--- src/rtl/debug_ctrl.sv ---
// Debug controller: breakpoint compare, halt/resume/single-step sequencing,
// and instruction / breakpoint-hit counters for the fetch unit.
//
// state    | meaning
// ---------+---------------------------------------------------------------
// S_RUN    | normal execution, watching for breakpoint or manual halt
// S_HALTED | PC held at the break vector, waiting for Run or Step
// S_CONT   | one-cycle resume, PC restored from history (Continue=1)
// S_STEP   | executing a single instruction, halts on first unstalled cycle
module debug_ctrl (
  input  logic        clk,
  input  logic        rst,
  input  logic [31:0] PC,
  input  logic        Stall,
  input  logic        BpSet,
  input  logic [31:0] BpAddr,
  input  logic        BpEn,
  input  logic        HaltReq,
  input  logic        Run,
  input  logic        Step,
  output logic        Break,
  output logic        Continue,
  output logic        Halted,
  output logic [31:0] BreakPC,
  output logic [31:0] InstrCount,
  output logic [7:0]  HitCount
);

  typedef enum logic [1:0] {
    S_RUN    = 2'd0,
    S_HALTED = 2'd1,
    S_CONT   = 2'd2,
    S_STEP   = 2'd3
  } state_t;

  state_t      state, state_nxt;
  logic [31:0] bp_reg;
  logic [31:0] instr_cnt;
  logic        skip, skip_nxt;
  logic        step_mode, step_mode_nxt;
  logic        capture_pc, hit_inc;
  logic        bp_hit, halt_evt, advance;

  // Skip masks the breakpoint right after a resume so the PC that caused the
  // halt does not immediately trap again.
  assign bp_hit   = BpEn && (PC == bp_reg) && !Stall && !skip;
  assign halt_evt = bp_hit || HaltReq;
  assign advance  = ((state == S_RUN) || (state == S_STEP)) && !Stall && !Break;

  assign InstrCount = instr_cnt;

  // State register.
  always_ff @(posedge clk) begin
    if (rst) state <= S_RUN;
    else     state <= state_nxt;
  end

  // Next-state decode plus the side-effect strobes that go with each transition.
  always_comb begin
    state_nxt     = state;
    step_mode_nxt = step_mode;
    capture_pc    = 1'b0;
    hit_inc       = 1'b0;
    skip_nxt      = skip && (PC == BreakPC);
    case (state)
      S_RUN: begin
        if (halt_evt) begin
          state_nxt  = S_HALTED;
          capture_pc = 1'b1;
          hit_inc    = bp_hit;
        end
      end
      S_HALTED: begin
        if (Run) begin
          state_nxt     = S_CONT;
          step_mode_nxt = 1'b0;
        end else if (Step) begin
          state_nxt     = S_CONT;
          step_mode_nxt = 1'b1;
        end
      end
      S_CONT: begin
        if (step_mode) begin
          state_nxt = S_STEP;
        end else begin
          state_nxt = S_RUN;
          skip_nxt  = 1'b1;
        end
      end
      S_STEP: begin
        if (!Stall) begin
          state_nxt  = S_HALTED;
          capture_pc = 1'b1;
        end
      end
      default: state_nxt = S_RUN;
    endcase
  end

  // Registered outputs, counters, breakpoint register and resume bookkeeping.
  always_ff @(posedge clk) begin
    if (rst) begin
      Break     <= 1'b0;
      Continue  <= 1'b0;
      Halted    <= 1'b0;
      BreakPC   <= '0;
      instr_cnt <= '0;
      HitCount  <= '0;
      bp_reg    <= '0;
      skip      <= 1'b0;
      step_mode <= 1'b0;
    end else begin
      Break     <= (state_nxt == S_HALTED);
      Halted    <= (state_nxt == S_HALTED);
      Continue  <= (state_nxt == S_CONT);
      skip      <= skip_nxt;
      step_mode <= step_mode_nxt;
      if (capture_pc) BreakPC <= PC;
      if (hit_inc && (HitCount != 8'hff)) HitCount <= HitCount + 8'd1;
      if (advance) instr_cnt <= instr_cnt + 32'd1;
      if (BpSet) bp_reg <= BpAddr;
    end
  end

endmodule
--- config.mk ---
export PLATFORM = sky130hd
export DESIGN_NAME = debug_ctrl
export DESIGN_NICKNAME = d
export VERILOG_FILES = /design/src/rtl/debug_ctrl.sv
export SDC_FILE = /design/constraint.sdc
export NUM_CORES = 1
export LEC_CHECK = 0
export ABC_AREA = 1
export CORE_UTILIZATION = 45
export CTS_BUF_LIST = sky130_fd_sc_hd__clkbuf_8
export DETAILED_ROUTE_END_ITERATION = 10
export PLACE_DENSITY = 0.71
export SYNTH_ARGS = -nofsm -noshare
export SYNTH_HDL_FRONTEND = slang
export SYNTH_SLANG_ARGS = --single-unit
export TNS_END_PERCENT = 100
--- constraint.sdc ---
create_clock -name clk -period 6 [get_ports clk]
set_clock_uncertainty 0.1 [all_clocks]
set_input_delay 1.2 -clock clk [delete_from_list [all_inputs] [get_ports clk]]
set_output_delay 1.2 -clock clk [all_outputs]
set_load 0.02 [all_outputs]
==> Word level (Yosys, flattened, before mapping) <==
Cells that the tools add are included.
{ "word_totals": {"ff_bits": 110, "latch_bits": 0, "ramBits": 0, "rom_bits": 0, "inputBits": 72, "out_inout_bits": 75, "elab_cells": 49, "n_memories": 0} }
{ "classes": {"addsub": 2, "mul": 0, "n_div": 0, "magnitude_cmp": 0, "eq_ne": 8, "shifts": 0, "mux": 15, "bitwise": 0, "n_reduce_logical": 15} }
{ "op_table": {"columns": ["op", "n"], "rows": [
  ["$eq A32 B32 Y1", 2],
  ["$add A32 B1 Y32 const B", 1],
  ["$mux W2", 5],
  ["$add A8 B1 Y8 const B", 1],
  ["$mux W1", 8],
  ["$ne A8 B8 Y1 const B", 1],
  ["$pmux W2 S4", 1],
  ["$logic_and A1 B1 Y1", 7],
  ["$eq A2 B2 Y1 const B", 3],
  ["$eq A2 B1 Y1 const B", 2],
  ["$logic_not A1 Y1", 3],
  ["$logic_not A2 Y1", 1],
  ["$logic_or A1 B1 Y1", 2],
  ["$pmux W1 S2", 1],
  ["$reduce_and A2 Y1", 1],
  ["$reduce_bool A2 Y1", 1]
]} }

==> Depth between registers and ports, before layout <==
Gate-level depths: netlist (run 1).
{ "logic_depth": {"ltp_word": 8, "mapped_depth": 16, "ltp_nobuf": 15} }

==> Worst setup path after synthesis (run 1) <==
No wires, ideal clock.
{ "synth_timing": {"kind": "input to register", "from": "input port Stall", "to": "register instr_cnt[26] (netlist: InstrCount[26])", "setup_time_ns": 0.119, "arrival_ns": 2.381, "required_ns": 5.781, "path_slack_ns": 3.399, "path_stages": 10, "path_buffers": 0, "cell_sequence": "nor3_4 nand2_4 nor2_8 nand3_2 nor2_4 nand3_2 nor2_4 nand2_1 o21ai_1 a21oi_1"} }
{ "synth_via": {"elab_chain_len": 3} }
{ "synth_rtl": {"columns": ["element", "line_no", "source"], "rows": [
  ["from (decl)", "14", "input logic Stall,"],
  ["$logic_not A1 Y1", null, null],
  ["$logic_and A1 B1 Y1 (2 in a row)", "48", "assign advance = ((state == S_RUN) || (state == S_STEP)) && !Stall && !Break;"],
  ["to (signal assigned)", "120", "if (advance) instr_cnt <= instr_cnt + 32'd1;"],
  ["to (decl)", "38", "logic [31:0] instr_cnt;"]
]} }
Every way passes these cells.
A chain may end at the register's enable or synchronous reset.

==> Final worst setup path (run 1) <==
{ "layout_timing": {"from": "input port PC[7]", "to": "register BreakPC[25]"} }
{ "layout_via": {"elab_chain_len": 7} }
{ "layout_rtl": {"columns": ["element", "line_no", "source"], "rows": [
  ["from (decl)", "13", "input logic [31:0] PC,"],
  ["$eq A32 B32 Y1", "46", "assign bp_hit = BpEn && (PC == bp_reg) && !Stall && !skip;"],
  ["$logic_and A1 B1 Y1 (3 in a row)", "46", null],
  ["$logic_or A1 B1 Y1", "47", "assign halt_evt = bp_hit || HaltReq;"],
  ["$mux W1", "67", "if (halt_evt) begin"],
  ["$pmux W1 S2", "65", "case (state)"],
  ["to (signal assigned)", "106", "BreakPC <= '0;"],
  ["to (signal assigned)", "118", "if (capture_pc) BreakPC <= PC;"],
  ["to (decl)", "24", "output logic [31:0] BreakPC,"]
]} }
Every way passes these cells.

==> impl_metrics.tcl, run 1 <==
set metrics [dict create \
    yosysTopAreaCell "dfxtp_1" \
    maxSlewHeadroom 0.2354 \
    clkLatencyLatePin_ns 0.39 \
    gp_congestion 0.8658 \
    swShare 0.2886 \
    cap_violations 0 \
    drt_iter0_drc 366 \
    grt_pass1_wl_um 25550 \
    antenna_cells 0 \
    peakVddDrop_mv 0.1583 \
    crit_path_end "BreakPC[25]" \
    initial_core_util 0.4619 \
    grt_use_total 0.2474 \
    period_minus_slack_ns 3.634 \
    rr_endpoint "BreakPC[25]" \
    power.density_nw_per_um2 232.5 \
    synthToLayoutAreaGrowth_pct 31.59 \
    layout-drive-gt1-share 0.04255 \
    synth_area_leaders "dfxtp_1 38%, nand2_1 14%, nor2_1 11%" \
    setup_tns_ns 0 \
    cts_sinks 110 \
    wl_met2_um 7578 \
    nNetsFinal 1108 \
    synth-edff-count 0 \
    ys_async_sr_fraction 0 \
    vias_per_cell 4.829 \
    r2r-start "skip" \
    io_pins 147 \
    vias 5824 \
    ys_seq_area_frac 0.3778 \
    synth_top_flop_cell "dfxtp_1" \
    firstDrtPassIters 5 \
    die_h_um 115.8 \
    dpl.hpwl_um 11980 \
    drc 0 \
    antenna_found_initial 0 \
    worst-endpoint-arrival_ns 3.82 \
    syn_avg_cell_area_um2 6.506 \
    port_buffers 146 \
    dieArea_um2 13410 \
    wirelength_um 15870 \
    seqPwrFrac 0.461 \
    timing.fmax_mhz 275.2 \
    grt_max_degree 65 \
    drt-wirelength-per-cell_um 13.16 \
    core_area_um2 12620 \
    yosys_warnings 0 \
    rsz0062_at_grt "no" \
    grt-ovfl-total 0 \
    ys_ff_latch 110 \
    status "finished clean" \
    syn_nets 974 \
    syn_inst 896 \
    worstSetupStartpointType "primary input" \
    cts_root_buffer "clkbuf_8" \
    highest_layer "met4" \
    final_hold_viol_count 0 \
    final_antenna_net_count 0 \
    setup_violations 0 \
    hp-class "reg2reg" \
    numCtsBuffers 9 \
    synth_area_um2 5829 \
    period_share 0.6057 \
    rr_worst_depth 12 \
    synth_top_area_share 0.3778 \
    synth_cell_types 41 \
    tritoncts "yes" \
    cts_resized 0 \
    p_switching_mw 0.5146 \
    rows 41 \
    holdWs_ns 0.3767 \
    grt_pass1_vias 5367 \
    clkTransAtPathRegs_ns 0.10 \
    startpoint "PC[7]" \
    required_ns 6.19 \
    clock_path_buffers 2 \
    post_cts_buffers 0 \
    tightest_slew_ns 1.143 \
    wl_met3_um 788 \
    htree_num_levels 3 \
    die_w_um 115.8 \
    ff2ff_setup_slack_ns 3.39 \
    m1WireLength_um 7099 \
    crit_path_max_fanout 64 \
    slew_violations 0 \
    path_class "in2reg" \
    combPwrFrac 0.224 \
    cp-end-kind "flip-flop" \
    power.internal_mw 1.269 \
    leakage_nw 3.188 \
    postCtsHoldBufs 0 \
    pwr-share-clk 0.314 \
]
[cell type report]
type	instances	area, um2
inverters	119	447.9
well taps	172	215.2
clock inverters	3	90.09
multi-input cells	642	3074
clock buffers	12	165.2
fillers	1242	4949
repair buffers	148	1476
flip-flops and latches	110	2202
[placed cells by master, fill, tap and decap left out, types with 2 or more instances in the layout]
cell type,n
o21ai_2,2
xor2_1,19
nand2_2,3
xnor2_1,14
nand3_2,4
dfxtp_1,110
clkbuf_8,12
inv_1,113
o21a_1,2
a211oi_1,5
ha_1,6
nor2_4,6
o21bai_1,2
o21ai_0,62
inv_2,4
o21ai_1,4
nand3_1,19
nand2_1,225
a21oi_1,50
nor2_1,167
buf_4,2
bufinv_16,3
clkdlybuf4s50_1,146
nand4_1,10
nor3_1,23
nor4_1,5
[critical path: stages]
cell and delay, ns:
clkdlybuf4s50_1 0.52, inv_1 0.11, nand2_1 0.12, nand2_1 0.08, nor2_1 0.10, nand2_1 0.06
nor2_1 0.21, nand3_1 0.12, nand2_1 0.09, nand3_1 0.08, nand2_2 0.84, nand2_1 0.12
nand2_1 0.10, nor2_1 0.05
[cells by family after synthesis]
logic type               count (synthesis)  synth area share
AND/OR/NAND/NOR                        471            0.3447
buffers and inverters                  144           0.09487
AO/OA/AOI/OAI                          132            0.1202
flip-flops                             110            0.3778
XOR/XNOR                                33           0.04958
adder cells (fa/ha/maj)                  6           0.01288
[synth_stat cells (2+ instances only)]
| cell | instances |
|---|---|
| xor2_1 | 19 |
| a211oi_1 | 5 |
| ha_1 | 6 |
| xnor2_1 | 14 |
| dfxtp_1 | 110 |
| o21ai_0 | 62 |
| o21ai_2 | 2 |
| inv_2 | 4 |
| nand3_1 | 19 |
| inv_1 | 114 |
| nand4_1 | 10 |
| clkbuf_1 | 15 |
| nor4_1 | 5 |
| nand2_2 | 3 |
| o21a_1 | 2 |
| a21oi_1 | 50 |
| nor2_1 | 167 |
| nand2_1 | 225 |
| nor2_4 | 6 |
| buf_1 | 2 |
| o21ai_1 | 4 |
| o21bai_1 | 2 |
| nand3_2 | 4 |
| buf_2 | 7 |
| nor3_1 | 23 |
[per-layer routing]
layer  global-route usage  up-vias
li1                     -     3069
met1               0.2930     2608
met2               0.4333      123
met3              0.04916       24
met4               0.1085        0
met5                    0        -
[power by group through the flow]
stage | logic, mW | registers, mW | clock network (mW)
6_report | 0.400 | 0.823 | 0.561
5_1_grt | 0.444 | 0.830 | 0.602
4_1_cts | 0.402 | 0.823 | 0.574
3_5_place_dp | 0.400 | 0.840 | 0
3_3_place_gp | 0.396 | 0.839 | 0
2_1_floorplan | 0.199 | 0.870 | 0
[stage by stage]
step	worst slack (ns)	utilization	instance area, um2	std cells	power [mW]
finish	2.366	0.6079	7671	1206	1.783
global route	2.026	0.6079	7671	1206	1.876
CTS	2.396	0.6079	7671	1206	1.799
detailed placement	1.985	0.5876	7416	1191	1.240
global placement	2.056	0.5876	7416	1191	1.235
floorplan	3.399	-	5829	896	1.069
[worst min-delay path by stage]
stage                    from  cells after the start              to  slack, ns
2_1_floorplan      bp_reg[21]                      2      bp_reg[21]       0.34
3_3_place_gp   InstrCount[31]                      2  InstrCount[31]       0.36
3_5_place_dp        bp_reg[4]                      2       bp_reg[4]       0.36
4_1_cts             bp_reg[0]                      2       bp_reg[0]       0.38
5_1_grt             bp_reg[4]                      2       bp_reg[4]       0.39
6_report            bp_reg[0]                      2       bp_reg[0]       0.38
(Power assumes the default switching activity.)
==> run 2, diff against run 1 <==
--- a/config.mk
+++ b/config.mk
@@ -9,7 +9,7 @@
 export CORE_UTILIZATION = 45
 export CTS_BUF_LIST = sky130_fd_sc_hd__clkbuf_8
 export DETAILED_ROUTE_END_ITERATION = 10
-export PLACE_DENSITY = 0.71
+export PLACE_DENSITY = 0.74
 export SYNTH_ARGS = -nofsm -noshare
 export SYNTH_HDL_FRONTEND = slang
 export SYNTH_SLANG_ARGS = --single-unit
==> constraint.sdc (replaced) <==
create_clock -name clk -period 3.25 [get_ports clk]
set_clock_uncertainty 0.1 [all_clocks]
set_input_delay 0.65 -clock clk [delete_from_list [all_inputs] [get_ports clk]]
set_output_delay 0.65 -clock clk [all_outputs]
set_load 0.02 [all_outputs]
==> run 2 against run 1 <==
Critical endpoint is now BreakPC[20]. First-iteration DRC count shrank 0.55%. Routed wire length shrank 1.2%. Register-to-register slack lost 2.6 ns. Flip-flop and latch count is the same. Combinational power grew 89%. Clock power grew 55%.
==> impl_metrics.tcl, run 2 (synthesis gave the netlist of run 1 again) <==
set metrics [dict create \
    dieArea_um2 13410 \
    drt-wirelength-per-cell_um 12.93 \
    cts_sinks 110 \
    firstDrtPassIters 4 \
    cap_violations 0 \
    grt_use_total 0.2456 \
    post_cts_buffers 0 \
    slew_violations 0 \
    cts_resized 0 \
    vias_per_cell 4.850 \
    port_buffers 146 \
    setup_violations 0 \
    cp-end-kind "flip-flop" \
    grt-ovfl-total 0 \
    layout-drive-gt1-share 0.04899 \
    grt_pass1_vias 5456 \
    grt_max_degree 39 \
    status "finished clean" \
    grt_pass1_wl_um 25660 \
    postLayoutCoreUtil 0.6121 \
    hp-class "reg2reg" \
    final_hold_viol_count 0 \
    clock_path_buffers 2 \
    drt_iter0_drc 364 \
    critPathSlowestCell "clkdlybuf4s50_1" \
    fill_cells 1208 \
    rr_worst_depth 14 \
    tritoncts "yes" \
    worst-endpoint-arrival_ns 2.70 \
    final_cell_mix "225 x nand2_1, 167 x nor2_1, 146 x clkdlybuf4s50_1" \
    io_pins 147 \
    final_antenna_net_count 0 \
    period_share 0.7710 \
    cts_root_buffer "clkbuf_8" \
    required_ns 3.44 \
    antenna_found_initial 0 \
    crit_path_max_fanout 36 \
    path_class "in2reg" \
    core_area_um2 12620 \
    wirelength_um 15690 \
    rsz0062_at_grt "no" \
    synthToLayoutAreaGrowth_pct 32.52 \
    worstPathCellList "clkdlybuf4s50_1 -> inv_1 -> nand2_1 -> nand2_1 -> nor2_1 -> nand2_1 -> nor2_1 -> nand3_1 -> nand2_1 -> nand3_1 -> nand2_2 -> buf_12 -> nand2_1 -> nand2_1 -> nor2_1" \
    die_w_um 115.8 \
    worstSetupStartpointType "primary input" \
    mostFrequentLayoutCell "nand2_1" \
    postCtsHoldBufs 0 \
    clkTransAtPathRegs_ns 0.10 \
    htree_num_levels 3 \
    cp_slowest_stage_delay_ns 0.53 \
    leakage_nw 3.215 \
    nNetsFinal 1115 \
    period_minus_slack_ns 2.506 \
    clkLatencyLatePin_ns 0.38 \
    tightest_slew_ns 0.4658 \
    gp_congestion 0.8646 \
    crit_top_cell "nand2_1" \
    dpl.hpwl_um 12010 \
    die_h_um 115.8 \
    rows 41 \
    ff2ff_setup_slack_ns 0.84 \
    power.density_nw_per_um2 407.3 \
    maxSlewHeadroom 0.6890 \
    antenna_cells 0 \
    drc 0 \
    timing.fmax_mhz 399.1 \
    setup_tns_ns 0 \
    whs_path_depth 2 \
    initial_core_util 0.4619 \
    peakVddDrop_mv 0.3485 \
    numCtsBuffers 9 \
    vias 5883 \
]
[run 2: worst max-delay path, delay by kind of cell]
kind | cells | cell delay [ns]
AND/OR/NAND/NOR | 12 | 1.17
buffers and inverters | 3 | 0.85
[run 2: path summary, 6_finish.rpt]
path / end / startpoint
max: BreakPC[20] / PC[7]
min: InstrCount[31] / InstrCount[31]
max reg2reg: InstrCount[28] / state[0]
min reg2reg: InstrCount[31] / InstrCount[31]
[run 2: area by class of cell]
cell class | count | area (um2) | share of cell area
multi-input cells | 642 | 3074 | 0.3980
well taps | 172 | 215.2 | 0.02786
inverters | 119 | 446.7 | 0.05782
flip-flops and latches | 110 | 2202 | 0.2851
repair buffers | 155 | 1579 | 0.2044
clock inverters | 3 | 42.54 | 0.005507
clock buffers | 12 | 165.2 | 0.02138
[run 2: per-layer routing]
metal | GRT usage | vias to the layer above | routed length [um]
met5 | 0 | - | 0
met4 | 0.06581 | 0 | 263
met3 | 0.06695 | 19 | 1053
met2 | 0.4175 | 149 | 7473
met1 | 0.3061 | 2638 | 6898
li1 | - | 3077 | -
[run 2: report_power, final]
group | switching, mW | leakage [nW] | internal, mW | total (mW)
clock | 0.457 | 0.104 | 0.414 | 0.872
sequential | 0.0805 | 0.902 | 1.44 | 1.52
combinational | 0.407 | 2.21 | 0.348 | 0.756
[run 2: stage by stage]
| step | worst slack, ns | hold WS (ns) | std cells | power (mW) | cell area [um2] |
|---|---|---|---|---|---|
| CTS | 0.7897 | 0.3739 | 1213 | 3.183 | 7725 |
| detailed placement | 0.4074 | 0.3584 | 1198 | 2.306 | 7517 |
| floorplan | 1.073 | 0.3439 | 896 | 1.973 | 5829 |
| global placement | 0.4663 | 0.3560 | 1198 | 2.297 | 7517 |
| global route | 0.5669 | 0.3894 | 1213 | 3.335 | 7725 |
| finish | 0.7442 | 0.3723 | 1213 | 3.147 | 7725 |
==> run 3, diff against run 2 <==
--- a/config.mk
+++ b/config.mk
@@ -9,7 +9,7 @@
 export CORE_UTILIZATION = 45
 export CTS_BUF_LIST = sky130_fd_sc_hd__clkbuf_8
 export DETAILED_ROUTE_END_ITERATION = 10
-export PLACE_DENSITY = 0.74
+export PLACE_DENSITY = 0.71
 export SYNTH_ARGS = -nofsm -noshare
 export SYNTH_HDL_FRONTEND = slang
 export SYNTH_SLANG_ARGS = --single-unit
==> constraint.sdc (replaced) <==
create_clock -name clk -period 2.5 [get_ports clk]
set_clock_uncertainty 0.1 [all_clocks]
set_input_delay 0.5 -clock clk [delete_from_list [all_inputs] [get_ports clk]]
set_output_delay 0.5 -clock clk [all_outputs]
set_load 0.02 [all_outputs]
==> run 3 against run 2 <==
Die area unchanged. Hold slack better by 0.0036 ns. Critical path type unchanged. Clock-buffer cell count is 1 lower. First-iteration DRC count fell by 22%. Largest power group unchanged. Combinational power rose by 46%. Clock power rose by 13%. Non-clock buffer count grew 78. Setup slack worse by 0.53 ns.
==> impl_metrics.tcl, run 3 (synthesis gave the netlist of run 1 again) <==
set metrics [dict create \
    worstPathCellList "clkdlybuf4s50_1 -> inv_1 -> nand2_1 -> nand2_1 -> buf_4 -> nor2_1 -> nand2_1 -> nor2_1 -> nand2_1 -> nor2_1 -> nand4_1 -> nor2_1 -> nand3_1 -> nand2_1 -> nor2_1" \
    die_w_um 115.8 \
    setup_violations 0 \
    die_h_um 115.8 \
    layout-drive-gt1-share 0.1173 \
    io_pins 147 \
    rows 41 \
    path_class "in2reg" \
    path_delay_family "simple AND/OR/NAND/NOR gates" \
    slew_violations 0 \
    core_area_um2 12620 \
    crit_cells 15 \
    final_antenna_net_count 0 \
    cp_slowest_stage_delay_ns 0.51 \
    pre_cts_ws_ns -0.1840 \
    dpl.hpwl_um 12740 \
    cap_violations 0 \
    firstDrtPassIters 5 \
    grt_pass1_wl_um 25830 \
    startpoint "PC[26]" \
    numCtsBuffers 9 \
    cts_sinks 110 \
    leakage_nw 3.575 \
    crit_path_max_fanout 3 \
    crit_path_end "HitCount[7]" \
    grt-ovfl-total 0 \
    final_hold_viol_count 0 \
    htree_num_levels 3 \
    wirelength_um 16380 \
    fill_cells 1205 \
    nNetsFinal 1193 \
    final_cell_mix "225 x nand2_1, 166 x nor2_1, 146 x clkdlybuf4s50_1" \
    required_ns 2.68 \
    clkLatencyLatePin_ns 0.38 \
    dieArea_um2 13410 \
    gp_congestion 0.8391 \
    port_buffers 146 \
    maxSlewHeadroom 0.7029 \
    postCtsHoldBufs 0 \
    vias_per_cell 4.728 \
    cts_root_buffer "clkbuf_8" \
    hp-class "reg2reg" \
    rsz0062_at_grt "no" \
    worst_slack_ns 0.2126 \
    grt_use_total 0.2490 \
    tightest_slew_ns 0.4450 \
    timing.fmax_mhz 437.2 \
    period_share 0.9150 \
    critPathSlowestCell "clkdlybuf4s50_1" \
    mostFrequentLayoutCell "nand2_1" \
    power.density_nw_per_um2 489.8 \
    grt_max_degree 42 \
    drc 0 \
    initial_core_util 0.4619 \
    worst-endpoint-arrival_ns 2.47 \
    peakVddDrop_mv 0.2637 \
    tritoncts "yes" \
    drt_iter0_drc 285 \
    rr_worst_depth 11 \
    vias 6094 \
    ff2ff_setup_slack_ns 0.22 \
    critPathBufInv 3 \
    antenna_found_initial 0 \
    rr_endpoint "InstrCount[20]" \
    clock_path_buffers 2 \
    grt_pass1_vias 5496 \
    clkTransAtPathRegs_ns 0.10 \
    r2r-start "state[0]" \
    period_minus_slack_ns 2.287 \
    worstSetupStartpointType "primary input" \
    synthToLayoutAreaGrowth_pct 42.07 \
    status "finished clean" \
    cp-end-kind "flip-flop" \
    antenna_cells 0 \
    drt-wirelength-per-cell_um 12.70 \
    total_power_mw 4.056 \
    setup_tns_ns 0 \
]
-- run 3: final cells by class --
class                           instances  area, um2  share of cell area
Multi-Input combinational cell        642       3089              0.3730
Sequential cell                       110       2205              0.2662
Timing Repair Buffer                  233       2165              0.2614
Inverter                              119      446.7             0.05394
Tap cell                              172      215.2             0.02599
Clock buffer                           11      151.4             0.01828
Clock inverter                          2      10.01            0.001209
-- run 3: repair_timing --
action / in CTS / in global routing
setup endpoints to repair: 0 / 11
buffers inserted: 0 / 1
resized for setup: 0 / 4
-- run 3: power breakdown --
group	switching, mW	internal [mW]
Combinational	0.553	0.544
Clock	0.586	0.399
Sequential	0.103	1.87
-- run 3: metrics by stage --
stage               area (um2)  utilization  hold slack (ns)  instances
floorplan                 5829            -           0.3439        896
global placement          8095       0.6415           0.3547       1275
detailed placement        8095       0.6415           0.3572       1275
CTS                       8257       0.6543           0.3781       1288
global route              8282       0.6563           0.3964       1289
finish                    8282       0.6563           0.3758       1289
-- run 3: how the worst min path moves through the flow --
stage / start / endpoint / slack [ns] / cells past startpoint
final: bp_reg[9] / bp_reg[9] / 0.38 / 2
after global routing: bp_reg[4] / bp_reg[4] / 0.40 / 2
after CTS: bp_reg[21] / bp_reg[21] / 0.38 / 2
after detailed placement: bp_reg[21] / bp_reg[21] / 0.36 / 2
after global placement: InstrCount[31] / InstrCount[31] / 0.35 / 2
after floorplan: bp_reg[21] / bp_reg[21] / 0.34 / 2
-- run 3: layer usage --
layer,vias up,global-route usage,part of all wire
met4,0,0.1034,0.027
met5,-,0,0
met1,2698,0.3130,0.47
met2,131,0.4202,0.46
li1,3239,-,-
met3,26,0.04446,0.048
-- run 3: worst min-delay path: stages, from the launching register on --
cell and delay [ns]:
dfxtp_1 0.32, inv_1 0.06, a21oi_1 0.06
